$ cat config.mk
export PLATFORM = sky130hd
export DESIGN_NAME = parallel_to_serial_tx
export DESIGN_NICKNAME = d
export VERILOG_FILES = /design/src/rtl/shift_pkg.sv /design/src/rtl/parallel_to_serial_tx_bit_counter.sv /design/src/rtl/parallel_to_serial_tx.sv
export SDC_FILE = /design/constraint.sdc
export NUM_CORES = 1
export LEC_CHECK = 0
export ABC_AREA = 1
export ABC_CLOCK_PERIOD_IN_PS = 3100
export CORE_AREA = 3 3 40 42
export CTS_CLUSTER_DIAMETER = 100
export DETAILED_ROUTE_END_ITERATION = 8
export DIE_AREA = 0 0 43 45
export GPL_TIMING_DRIVEN = 0
export HOLD_SLACK_MARGIN = 0.05
export PLACE_DENSITY = 0.62
export SYNTH_ARGS = -nofsm -noshare
export SYNTH_HDL_FRONTEND = slang
export SYNTH_SLANG_ARGS = --single-unit
$ cat constraint.sdc
create_clock -name clk -period 3.1 [get_ports clk]
set_input_delay 0.465 -clock clk [delete_from_list [all_inputs] [get_ports clk]]
set_output_delay 0.465 -clock clk [all_outputs]
set_load 0.01 [all_outputs]
$ cat src/rtl/shift_pkg.sv
// Shared types and constants for the parallel-to-serial transmitter.
// FSM encoding and default word width.
package shift_pkg;

  localparam int DEFAULT_WIDTH = 4;

  typedef enum logic {
    IDLE  = 1'b0,
    SHIFT = 1'b1
  } state_t;

endpackage

$ cat src/rtl/parallel_to_serial_tx_bit_counter.sv
// Bit position counter for the serializer.
// Saturates at WIDTH-1; clr has priority over inc.
module bit_counter #(
  parameter int WIDTH = 4,
  localparam int CW = $clog2(WIDTH)
) (
  input  logic          clk,
  input  logic          reset,
  input  logic          clr,
  input  logic          inc,
  output logic [CW-1:0] count,
  output logic          last
);

  assign last = (count == CW'(WIDTH - 1));

  always_ff @(posedge clk or negedge reset) begin
    if (!reset) begin
      count <= '0;
    end else if (clr) begin
      count <= '0;
    end else if (inc && !last) begin
      count <= count + 1'b1;
    end
  end

endmodule

$ cat src/rtl/parallel_to_serial_tx.sv
// Parallel word to serial bit stream with valid/ready on both sides.
// Supports back-to-back words with no idle gap.
module parallel_to_serial_tx
  import shift_pkg::*;
#(
  parameter int WIDTH     = DEFAULT_WIDTH,
  parameter bit MSB_FIRST = 1'b1
) (
  input  logic             clk,
  input  logic             reset,
  input  logic [WIDTH-1:0] d_in,
  input  logic             load_valid,
  output logic             load_ready,
  output logic             ser_out,
  output logic             ser_valid,
  input  logic             ser_ready,
  output logic             frame_start,
  output logic             done
);

  localparam int CW = $clog2(WIDTH);

  state_t           state;
  state_t           state_nxt;
  logic [WIDTH-1:0] sreg;
  logic [CW-1:0]    count;
  logic             last;
  logic             in_shift;
  logic             head;
  logic             xfer;
  logic             load;

  bit_counter #(
    .WIDTH (WIDTH)
  ) u_cnt (
    .clk   (clk),
    .reset (reset),
    .clr   (load | done),
    .inc   (xfer),
    .count (count),
    .last  (last)
  );

  assign head = MSB_FIRST ? sreg[WIDTH-1] : sreg[0];

  always_comb begin
    state_nxt   = state;
    in_shift    = (state == SHIFT);
    ser_valid   = in_shift;
    ser_out     = in_shift & head;
    frame_start = in_shift && (count == '0);
    xfer        = ser_valid & ser_ready;
    done        = xfer & last;
    // ser_ready feeds load_ready so a new word can follow the last bit
    load_ready  = !in_shift | (last & ser_ready);
    load        = load_valid & load_ready;
    unique case (state)
      IDLE:  if (load) state_nxt = SHIFT;
      SHIFT: if (done && !load) state_nxt = IDLE;
      default: state_nxt = IDLE;
    endcase
  end

  always_ff @(posedge clk or negedge reset) begin
    if (!reset) begin
      state <= IDLE;
    end else begin
      state <= state_nxt;
    end
  end

  always_ff @(posedge clk or negedge reset) begin
    if (!reset) begin
      sreg <= '0;
    end else if (load) begin
      sreg <= d_in;
    end else if (xfer) begin
      sreg <= MSB_FIRST ? (sreg << 1) : (sreg >> 1);
    end
  end

endmodule
==> run metrics <==
outcome finished, final reports clean; worst setup path class input port to output pin; Setup Fix Bufs, Post-CTS 0; antenna violations before repair 0; RSZ-0062 raised after global routing no; Setup TNS 0 ps; RR Startpoint u_cnt.count[0]$_DFFE_PN0P_; starting density of the core 0.304; antenna fix cells 0; DR iter-0 viols 1; grt ovf 0; Synth Cell Area 390 µm²; Syn Nets 64; Area growth syn-to-layout 42.3%; vias in the first global route around 320; Max Fclk 458 MHz; global routing's busiest layer met2; CTS tree done; Ys Warns 0; dpl ws 913 ps; via count ~360; clock buffer depth 2; DRC 0; gr usage total 0.0931; Mapped Cells 54; Cell Int Power 0.000276 W; CTS sink cnt 7; layout cell share with drive strength beyond 1 0.0857; R2R Setup Slk roughly 1900 ps; net switching power 0.000161 W; PostCTS Resize Cnt 0; CP Max Fanout 3; final hold vios 0; final WL 726 µm; Detailed Routing Iterations Pass 1 2; synth unique cells 9; # nets final between 80 and 90; Logic pwr share 0.468; CP Data Arrival Time 1720 ps; leakage around 0.30 nW; root buffer cell clkbuf_4; first-pass GRT wire length about 1300 µm; r2r worst-path depth 7; Final Cell Area roughly 560 µm²; Pwr Density 785 nW/µm²; largest net degree at the start of global routing 8; cell depth of the worst hold path 2; max-cap violations 0; latest clock arrival within the worst-skew pair 240 ps; cts hold-fix bufs 0; routability cong. just under 0.8; I/O Pins 13; Antenna Violating Nets Remaining 0; clock power share 0.186; Worst Setup EP done; Hold Crit Class flip-flop to flip-flop; fin crit share 0.704; Setup Skew roughly 0.95 ps; setup slack after layout ~900 ps; Critical Path Start Type input port; Seq/Total Area, Yosys 0.449; Clk pin slew, worst setup/hold paths approximately 50 ps; die area 1940 µm²; standard-cell rows 13; DIE WIDTH between 40 and 50 µm; Routed wire per std cell 8.54 µm; met2 GRT Util 0.141; Core Util, Final 0.432; multi-input combinational cell area about 160 µm²; Filler Cell Count between 150 and 200; met3 Resource Use GR 0.0239; Die Y ~45 µm; WHS around 480 ps; met1 Track Usage GR 0.121; crit path launch ser_ready; CP Capture Type output pin; worst slew pin tran ~340 ps; port bufs 12; Setup-failing EPs final 0; minimum clock period about 2200 ps; Num CTS Buffers 3; CTS HTree Levels 1; RR Endpoint sreg[1]$_DFFE_PN0P_; CP Data Required Time 2630 ps; Seq pwr share 0.346; DPL Wire Length between 500 and 600 µm; vias per cell 4.27; final count of pins violating max slew 0; register area 175 µm²; worst vdd ir between 0.2 and 0.3 mV; placed cell area about 530 µm²; switching share of power 0.368; worst rel slew slack 0.775; #FFs+latches synth 7; Mean Syn Cell Area roughly 7.2 µm²; Core Box Area 1280 µm²
-- routing by layer --
metal,vias up,part of all wire
met5,-,0
met4,0,0.022
met3,2,0.059
met2,11,0.43
met1,155,0.49
li1,195,-
-- layout make-up --
cell class | count | share of cell area
Multi-Input combinational cell | 33 | 0.293
Timing Repair Buffer | 12 | 0.216
Clock buffer | 4 | 0.0473
Tap cell | 15 | 0.0338
Sequential cell | 7 | 0.315
Inverter | 14 | 0.0946
-- how the worst min path moves through the flow --
stage / end / slack, ps / from
3_3_place_gp: sreg[2]$_DFFE_PN0P_ / 470 / sreg[2]$_DFFE_PN0P_
3_5_place_dp: sreg[2]$_DFFE_PN0P_ / 470 / sreg[2]$_DFFE_PN0P_
2_1_floorplan: ser_valid$_DFF_PN0_ / 170 / reset
4_1_cts: sreg[2]$_DFFE_PN0P_ / 480 / sreg[2]$_DFFE_PN0P_
5_1_grt: sreg[3]$_DFFE_PN0P_ / 490 / reset
6_report: sreg[2]$_DFFE_PN0P_ / 480 / sreg[2]$_DFFE_PN0P_
-- cell families (layout without fill, tap and decap cells) --
logic type | count (synthesis) | after routing | share of synthesized area
buffers and inverters | 14 | 30 | 0.135
adders and majority gates | 2 | 2 | 0.0641
and+or+nand+nor | 27 | 27 | 0.301
AOI/OAI and AO/OA | 4 | 4 | 0.0513
DFF | 7 | 7 | 0.449
-- stage by stage --
stage | total power (W) | std cells
after global routing | 0.000484 | 85
after CTS | 0.000444 | 85
after global placement | 0.000357 | 81
after detailed placement | 0.000359 | 81
final | 0.000436 | 85
after floorplan | 0.000272 | 54
-- critical path, stage by stage --
cell and delay (ps):
clkdlybuf4s50_1 470, nand2_1 90, nor2_1 140, clkdlybuf4s50_1 550
-- power groups by stage --
stage	combinational [W]	sequential, W	clock (W)
3_3_place_gp	0.000206	0.000152	0
3_5_place_dp	0.000206	0.000153	0
4_1_cts	0.000208	0.000152	0.0000839
5_1_grt	0.000235	0.000158	0.0000913
2_1_floorplan	0.000122	0.000150	0
6_report	0.000204	0.000151	0.0000810
-- Yosys cell counts (all sizes together) --
library cell	number	area share
dfrtp	7	0.45
ha	2	0.064
inv	14	0.13
nand2	17	0.18
nand3	9	0.12
nor2	1	0.0096
o21ai	4	0.051
-- cells in the final DEF (no fill, tap or decap) --
cell | Yosys | routed
inv_2 | 1 | 1
nand2_1 | 15 | 15
nand2_2 | 2 | 2
clkdlybuf4s50_1 | 0 | 12
clkbuf_4 | 0 | 3
nor2_1 | 1 | 1
inv_1 | 13 | 13
dfrtp_1 | 7 | 7
ha_1 | 2 | 2
nand3_1 | 9 | 9
o21ai_0 | 4 | 4
clkbuf_1 | 0 | 1
-- flip-flops by register name, indices dropped and copies added, names as in the netlist --
name,count
u_cnt.count,2
sreg,4
ser_valid,1
Power figures use the tool's default switching activity.
